`src/rtl/reg_writeback_queue_if.sv`:
```
// Handshake/bus bundle for reg_writeback_queue.
//   Producer side : in_valid, in_ready, in_addr, in_data
//   Register file : wb_stall, write_en, write_reg_addr, write_reg_data
// Modports: master = producer / register-file side, slave = the queue.
interface reg_writeback_queue_if #(
  parameter int AW = 5,
  parameter int DW = 32
);
  logic          in_valid;
  logic          in_ready;
  logic [AW-1:0] in_addr;
  logic [DW-1:0] in_data;
  logic          wb_stall;
  logic          write_en;
  logic [AW-1:0] write_reg_addr;
  logic [DW-1:0] write_reg_data;

  modport master (
    output in_valid, in_addr, in_data, wb_stall,
    input  in_ready, write_en, write_reg_addr, write_reg_data
  );

  modport slave (
    input  in_valid, in_addr, in_data, wb_stall,
    output in_ready, write_en, write_reg_addr, write_reg_data
  );
endinterface

```
`src/rtl/reg_writeback_queue.sv`:
```
// reg_writeback_queue
// Buffers execute/memory results and drains them in arrival order, one per
// cycle, into the register file's single write port.
// Ports:
//   CLK, reset          clock; synchronous active-high reset
//   bus (slave)         in_valid/in_ready/in_addr/in_data push handshake,
//                       wb_stall input, write_en/write_reg_addr/write_reg_data out
//   lookup_addr1/2      operand addresses from the read stage
//   lookup_hit1/2       a pending write to that register exists
//   lookup_data1/2      newest pending value for that register (0 on miss)
//   count               occupied entries
// Build option: define WBQ_BYPASS_EN to build the lookup scan; otherwise the
// lookup outputs are tied to zero and the queue behaves identically.
module reg_writeback_queue #(
  parameter int DEPTH = 4,
  parameter int AW    = 5,
  parameter int DW    = 32
) (
  input  logic                         CLK,
  input  logic                         reset,
  reg_writeback_queue_if.slave         bus,
  input  logic [AW-1:0]                lookup_addr1,
  input  logic [AW-1:0]                lookup_addr2,
  output logic                         lookup_hit1,
  output logic                         lookup_hit2,
  output logic [DW-1:0]                lookup_data1,
  output logic [DW-1:0]                lookup_data2,
  output logic [$clog2(DEPTH+1)-1:0]   count
);
  localparam int PW = $clog2(DEPTH);
  localparam int CW = $clog2(DEPTH+1);

  logic [AW-1:0]    mem_addr [DEPTH];
  logic [DW-1:0]    mem_data [DEPTH];
  logic [DEPTH-1:0] entry_vld;
  logic [PW-1:0]    wr_ptr;
  logic [PW-1:0]    rd_ptr;

  logic push_fire;
  logic push;
  logic pop;

  // in_ready deliberately ignores a same-cycle pop: no pass-through at full.
  assign bus.in_ready = (count < CW'(DEPTH)) && !reset;
  assign push_fire    = bus.in_valid && bus.in_ready;
  // Writes to register 0 complete the handshake but are dropped.
  assign push         = push_fire && (bus.in_addr != '0);
  assign pop          = bus.write_en;

  assign bus.write_en       = (count != '0) && !bus.wb_stall && !reset;
  assign bus.write_reg_addr = bus.write_en ? mem_addr[rd_ptr] : '0;
  assign bus.write_reg_data = bus.write_en ? mem_data[rd_ptr] : '0;

  // Control state: pointers, fill count, entry valid bits
  always_ff @(posedge CLK) begin
    if (reset) begin
      wr_ptr    <= '0;
      rd_ptr    <= '0;
      count     <= '0;
      entry_vld <= '0;
    end else begin
      // A push only happens below DEPTH, so wr_ptr never equals rd_ptr
      // while a pop is in progress; the two valid-bit updates cannot collide.
      if (push) begin
        entry_vld[wr_ptr] <= 1'b1;
        wr_ptr            <= wr_ptr + PW'(1);
      end
      if (pop) begin
        entry_vld[rd_ptr] <= 1'b0;
        rd_ptr            <= rd_ptr + PW'(1);
      end
      case ({push, pop})
        2'b10:   count <= count + CW'(1);
        2'b01:   count <= count - CW'(1);
        default: count <= count;
      endcase
    end
  end

  // Entry payload storage, not reset
  always_ff @(posedge CLK) begin
    if (push) begin
      mem_addr[wr_ptr] <= bus.in_addr;
      mem_data[wr_ptr] <= bus.in_data;
    end
  end

`ifdef WBQ_BYPASS_EN
  // Walk from head (oldest) to tail; later matches overwrite earlier ones so
  // the newest pending value for the register wins.
  function automatic logic [DW:0] scan(input logic [AW-1:0] a);
    logic [DW:0]   r;
    logic [PW-1:0] idx;
    r = '0;
    for (int i = 0; i < DEPTH; i++) begin
      idx = rd_ptr + PW'(i);
      if (entry_vld[idx] && (mem_addr[idx] == a) && (a != '0))
        r = {1'b1, mem_data[idx]};
    end
    return r;
  endfunction

  always_comb begin
    {lookup_hit1, lookup_data1} = '0;
    {lookup_hit2, lookup_data2} = '0;
    if (!reset) begin
      {lookup_hit1, lookup_data1} = scan(lookup_addr1);
      {lookup_hit2, lookup_data2} = scan(lookup_addr2);
    end
  end
`else
  logic unused_lookup;
  assign unused_lookup = ^{lookup_addr1, lookup_addr2, entry_vld};
  assign lookup_hit1   = 1'b0;
  assign lookup_hit2   = 1'b0;
  assign lookup_data1  = '0;
  assign lookup_data2  = '0;
`endif
endmodule
```
`src/flat_wrapper.sv`:
```
// flat-port wrapper written by rule: the top's interface ports become plain ports
module reg_writeback_queue_flat 
#(
  parameter int DEPTH = 4,
  parameter int AW    = 5,
  parameter int DW    = 32
)
  (CLK, reset, lookup_addr1, lookup_addr2, lookup_hit1, lookup_hit2, lookup_data1, lookup_data2, count, bus_in_valid, bus_in_addr, bus_in_data, bus_wb_stall, bus_in_ready, bus_write_en, bus_write_reg_addr, bus_write_reg_data);
  reg_writeback_queue_if #(.AW(AW), .DW(DW)) bus_i ();
  input  logic CLK;
  input  logic reset;
  input  logic [AW-1:0] lookup_addr1;
  input  logic [AW-1:0] lookup_addr2;
  output logic lookup_hit1;
  output logic lookup_hit2;
  output logic [DW-1:0] lookup_data1;
  output logic [DW-1:0] lookup_data2;
  output logic [$clog2(DEPTH+1)-1:0] count;
  input wire logic [$bits(bus_i.in_valid)-1:0] bus_in_valid;
  input wire logic [$bits(bus_i.in_addr)-1:0] bus_in_addr;
  input wire logic [$bits(bus_i.in_data)-1:0] bus_in_data;
  input wire logic [$bits(bus_i.wb_stall)-1:0] bus_wb_stall;
  output wire logic [$bits(bus_i.in_ready)-1:0] bus_in_ready;
  output wire logic [$bits(bus_i.write_en)-1:0] bus_write_en;
  output wire logic [$bits(bus_i.write_reg_addr)-1:0] bus_write_reg_addr;
  output wire logic [$bits(bus_i.write_reg_data)-1:0] bus_write_reg_data;
  assign bus_i.in_valid = bus_in_valid;
  assign bus_i.in_addr = bus_in_addr;
  assign bus_i.in_data = bus_in_data;
  assign bus_i.wb_stall = bus_wb_stall;
  assign bus_in_ready = bus_i.in_ready;
  assign bus_write_en = bus_i.write_en;
  assign bus_write_reg_addr = bus_i.write_reg_addr;
  assign bus_write_reg_data = bus_i.write_reg_data;
  reg_writeback_queue #(.DEPTH(DEPTH), .AW(AW), .DW(DW)) u_core (.CLK(CLK), .reset(reset), .bus(bus_i), .lookup_addr1(lookup_addr1), .lookup_addr2(lookup_addr2), .lookup_hit1(lookup_hit1), .lookup_hit2(lookup_hit2), .lookup_data1(lookup_data1), .lookup_data2(lookup_data2), .count(count));
endmodule
```
`config.mk`:
```
export PLATFORM = sky130hd
export DESIGN_NAME = reg_writeback_queue_flat
export DESIGN_NICKNAME = d
export VERILOG_FILES = /design/src/rtl/reg_writeback_queue_if.sv /design/src/rtl/reg_writeback_queue.sv /design/src/flat_wrapper.sv
export SDC_FILE = /design/constraint.sdc
export NUM_CORES = 1
export LEC_CHECK = 0
export CORE_MARGIN = 3
export CORE_UTILIZATION = 30
export CTS_CLUSTER_SIZE = 12
export DETAILED_ROUTE_END_ITERATION = 10
export PLACE_DENSITY = 0.52
export REMOVE_ABC_BUFFERS = 1
export SLEW_MARGIN = 20
export SYNTH_ARGS = -nofsm -noshare
export SYNTH_HDL_FRONTEND = slang
export SYNTH_SLANG_ARGS = --single-unit
```
`constraint.sdc`:
```
create_clock -name CLK -period 2.95 [get_ports CLK]
set_input_delay 0.885 -clock CLK [delete_from_list [all_inputs] [get_ports CLK]]
set_output_delay 0.885 -clock CLK [all_outputs]
set_load 0.05 [all_outputs]
```
======== Word-level counts from Yosys, hierarchy flattened ========
Memories as Yosys holds them, arrays and structs flattened. A register that Yosys moved wholly into a read port is not among the register bits.
Index checks and enable logic that the tools add are counted.
cells by class
  equal/unequal tests ..................... 2
  bitwise logic cells ..................... 0
  magnitude comparators ................... 1
  shift operators ......................... 0
  add/subtract/negate cells ............... 4
  divide/modulo/power cells ............... 0
  $mul .................................... 0
  reduce and logical (&&, ||, !) cells .... 10
  mux-type cells .......................... 9
operators by type and width
  cell                                                 number
  2-to-1 mux 32 bit                                    1
  2-to-1 mux 2 bit                                     4
  one-hot mux 3 bit (2 select lines)                   1
  logical AND 1 bit                                    5
  2-to-1 mux 5 bit                                     1
  nonzero test 5 bit                                   1
  adder 2 x 1 -> 2 bit, second input constant          2
  adder 3 x 1 -> 3 bit, second input constant          1
  less-than comparator 3 bit, second input constant    1
  nonzero test 3 bit                                   1
  subtractor 3 x 1 -> 3 bit, second input constant     1
  equality test 2 x 1 -> 1 bit, second input constant  1
  equality test 2 bit, second input constant           1
  zero test 1 bit                                      2
  2-to-1 mux 1 bit                                     2
  nonzero test 2 bit                                   1
word-level totals
  memories kept ........................... 2
  word-level logic and storage cells ...... 31
  memory bits (read-only) ................. 0
  bits of input ports ..................... 51
  memory bits (writable) .................. 148
  register bits ........................... 7
  output and inout port bits .............. 108
  latch bits .............................. 0
memory list
  name             words  width  read ports  clocked after Yosys merged registers in  write ports  line                       source
  u_core.mem_data  4      32     1           1                                        1            reg_writeback_queue.sv:34  logic [DW-1:0] mem_data [DEPTH];
  u_core.mem_addr  4      5      1           1                                        1            reg_writeback_queue.sv:33  logic [AW-1:0] mem_addr [DEPTH];

======== Longest topological paths before layout ========
  depth in word-level cells ............... 6
  mapped depth ............................ 10
  mapped depth without buffers ............ 9

======== Least setup slack after synthesis ========
OpenSTA, ideal clock, no wires.
  path type ............................... in2reg
  from .................................... input port bus_wb_stall
  to ...................................... register u_core.count[2]
  data required time ...................... 2.880 ns
  buffers on the path ..................... 1
  setup time .............................. 0.070 ns
  path slack .............................. -0.168 ns
  cell stages on the path ................. 9
  data arrival time ....................... 3.048 ns
  path through ............................ or3_4 clkbuf_1 inv_1 ha_1 inv_1 fa_1 xor2_1 or3_1 a21oi_1
on the way
  word-level cells in the longest chain between the ends .. 5
  elaborated cells between the ends (all ways) .. 7
  classes of those cells .................. eq/ne: 2; mux: 1; reduce/logical: 4
ends and longest elaborated chain
  what                                                                      line                       source
  start, declared                                                           flat_wrapper.sv:22         input wire logic [$bits(bus_i.wb_stall)-1:0] bus_wb_stall;
  zero test 1 bit (*)                                                       reg_writeback_queue.sv:50  assign bus.write_en = (count != '0) && !bus.wb_stall && !reset;
  logical AND 1 bit (*) (2 in series)                                       reg_writeback_queue.sv:50
  net bus_write_en                                                          flat_wrapper.sv:24         output wire logic [$bits(bus_i.write_en)-1:0] bus_write_en;
  equality test 2 x 1 -> 1 bit or equality test 2 bit (tied branches)       reg_writeback_queue.sv:72  case ({push, pop})
  one-hot mux 3 bit (2 select lines) or nonzero test 2 bit (tied branches)  n/a
  end signal, assigned                                                      reg_writeback_queue.sv:73  2'b10: count <= count + CW'(1);
  end signal, assigned                                                      reg_writeback_queue.sv:74  2'b01: count <= count - CW'(1);
  end signal, assigned                                                      reg_writeback_queue.sv:75  default: count <= count;
  end, declared                                                             reg_writeback_queue.sv:28  output logic [$clog2(DEPTH+1)-1:0] count
Mark *: on every way through the listed nets, which the timed path passes. The rest lies on a longest branch.
A chain may end at the register's enable or synchronous reset.

======== Worst setup path after layout ========
  from .................................... input port reset
  to ...................................... output port bus_write_reg_addr[2]
on the way
  word-level cells in the longest chain between the ends .. 3
ends and longest elaborated chain
  what               line                       source
  start, declared    flat_wrapper.sv:11         input logic reset;
  zero test 1 bit    reg_writeback_queue.sv:50
  logical AND 1 bit  reg_writeback_queue.sv:50
  2-to-1 mux 5 bit   reg_writeback_queue.sv:51  assign bus.write_reg_addr = bus.write_en ? mem_addr[rd_ptr] : '0;
  end, declared      flat_wrapper.sv:25         output wire logic [$bits(bus_i.write_reg_addr)-1:0] bus_write_reg_addr;
Every way passes these cells.

==> flow_metrics.tcl <==
set metrics [dict create \
    status "completed" \
    grt_start_max_net_pins 22 \
    switching_share 0.253 \
    hp-class "flop to flop" \
    wl_per_cell_um 16.9 \
    cp_common_cell "buf_12" \
    intPower_mw 4.12 \
    antenna_cells 0 \
    die_h_um 155 \
    yosys.area.top_type_share 0.664 \
    clock_path_buffers 2 \
    synthFlopType "edfxtp_1" \
    synth_edf_count 148 \
    core_area_mm2 0.0219 \
    portBuffers 82 \
    synth_top_family_by_area "multiplexers" \
    finalHoldViolCount 0 \
    cts_tree "done" \
    end_kind "primary output" \
    async_flop_share 0 \
    combPwrFrac 0.178 \
    synthMuxAreaShare 0.135 \
    fin_area_mm2 0.00926 \
    cts_buffers 17 \
    clkLatencyLatePin_ns 0.41 \
    critPathRequiredTime_ns 2.07 \
    fill_cells 1943 \
    yosys.area.top_type "edfxtp_1" \
    die_w_um 155 \
    grt_overflow 0 \
    ant_nets 0 \
    cts.clk_slew.worst_paths_ns 0.06 \
    setup_viol 0 \
    p_total_mw 5.52 \
    switching_power_mw 1.40 \
    path_cells "buf_2, or3_4, buf_12, buf_16, nor2b_4, buf_12" \
    row_count 54 \
    post-route-period-util 0.991 \
    drt_iter0_drc 126 \
    seqPwrFrac 0.461 \
    max_stage_delay_ns 0.41 \
    maxSlewViolCount 0 \
    startpoint_type "input pin" \
    synth.distinct_cells 32 \
    max_freq_mhz 342 \
    synth.most_common_cell "edfxtp_1" \
    die-area_mm2 0.0241 \
    antenna_found_initial 1 \
    ys_ff_latch 157 \
    synth_xor_area_frac 0.00262 \
    drv_cap 0 \
    firstDrtPassIters 4 \
    yosys.area_share.simple 0.0536 \
    dp_cells 739 \
    yosysWarnings 0 \
    layout.nets 542 \
    path_class "input pin to primary output" \
    leakage_nw 3.27 \
    synth_area_leaders "edfxtp_1 (66%), mux4_2 (8.1%), buf_4 (7.4%), mux4_1 (5.1%), nor2b_1 (3.1%)" \
    routed_wl_mm 13.2 \
    synth_compound_area_frac 0.00972 \
    cellPowerDensity_mw_per_mm2 597 \
    cts_max_level 4 \
    grt_pass1_vias 3471 \
    drive_gt1_frac 0.367 \
    dpl_cell_area_mm2 0.00830 \
    io_pins 159 \
    initial_utilization 0.306 \
    synth_area_per_cell_um2 18.6 \
    cp.arrival_ns 2.04 \
    worst_slew_pin_slew_ns 0.500 \
    cts_hold_buf 0 \
    synthAdderAreaFrac 0.0123 \
    grt_setup_unrepaired "false" \
    grt_usage 0.113 \
    final_cells 778 \
    route.detailed.drc 0 \
    clock_power_share 0.361 \
    viasPerCell 4.26 \
    skew_ns 0.00782 \
    yosysSeqAreaShare 0.691 \
    dr_total_vias 3312 \
    crit_fanout 5 \
    cts_root_buf "clkbuf_16" \
    peakVddDrop_uv 381 \
    multi_input_area_mm2 0.00193 \
    grt_pass1_wl_mm 20.1 \
    regArea_mm2 0.00463 \
    area_delta_synth_final_pct 38.3 \
    slew-limit-headroom 0.665 \
    crit_slowest_cell "or3_4" \
    synthTopCellsByCount "edfxtp_1 (148), buf_4 (66), nor2b_1 (33)" \
    gp_congestion 0.695 \
    synthCells 359 \
    hpwl_mm 8.22 \
    clkSinkCount 157 \
    period_minus_slack_ns 2.92 \
    syn_area_mm2 0.00670 \
]
sequential cells by signal, summed over array words and instances (netlist names), named ones only:
register / cells
u_core.wr_ptr: 2
u_core.count: 3
u_core.rd_ptr: 2
u_core.mem_addr: 20
u_core.mem_data: 128
critical path: cells and delay by family:
family,cells,cell delay [ns]
buffers and inverters,4,0.59
and+or+nand+nor,2,0.56
stage by stage:
stage               worst slack (ns)  utilization  hold WS [ns]  setup TNS (ns)
floorplan                     -0.656            -         0.445          -21.58
global placement              -0.345        0.379         0.457          -10.45
detailed placement            -0.428        0.379         0.471          -11.29
CTS                          0.00205        0.422         0.486               0
global route                 0.00102        0.423         0.506               0
finish                        0.0270        0.423         0.483               0
cells by family (layout without fill, tap and decap cells):
kind of cell,count (synthesis),count (layout)
DFF,157,157
buffers and inverters,89,163
and+or+nand+nor,55,55
muxes,39,39
AOI/OAI and AO/OA,10,10
adders and majority gates,6,6
xor gates and xnor gates,2,2
other,1,66
layer usage:
metal	global-route usage	routed length, um	up-vias
li1	-	-	1496
met1	0.146	5810	1682
met2	0.183	6460	118
met3	0.0331	718	14
met4	0.0367	174	2
met5	0	18	-
cells in the final DEF (no fill, tap or decap), types with 6 or more instances in the layout:
master,synthesis,final
nor2b_4,2,32
buf_4,66,20
edfxtp_1,148,148
inv_1,10,9
nor2_1,6,6
buf_12,0,53
mux4_2,24,24
mux4_1,13,13
dfxtp_1,9,6
conb_1,1,66
clkdlybuf4s50_1,0,41
clkbuf_16,0,19
final timing paths:
check	from	endpoint	slack, ns	cells past startpoint
worst min register to register	u_core.rd_ptr[1]	flop	0.48	2
worst max register to register	u_core.count[0]	u_core.count[2]	0.41	11
worst max-delay path	reset	bus_write_reg_addr[2]	0.03	6
worst min-delay path	u_core.rd_ptr[1]	flop	0.48	2
power groups by stage:
stage,sequential [mW],combinational (mW),clock [mW]
3_5_place_dp,2.60,0.874,0
2_1_floorplan,2.62,0.496,0
4_1_cts,2.55,0.994,2.06
3_3_place_gp,2.59,0.867,0
6_report,2.54,0.984,1.99
5_1_grt,2.55,1.04,2.16
repair_timing:
action / CTS / global route
cloned: 4 / 0
setup buffers: 4 / 0
pin swaps: 1 / 2
gates resized for setup: 77 / 5
endpoints found under the hold margin: 0 / 0
setup endpoints to repair: 39 / 37
area by class of cell:
class / count / share of cell area
clock buffer: 23 / 0.0530
clock inverter: 9 / 0.00635
inverter: 10 / 0.00432
multi-input combinational: 178 / 0.209
sequential: 157 / 0.500
tap: 280 / 0.0378
timing repair buffer: 121 / 0.189
Note: power is estimated with default switching activity, not from simulation.
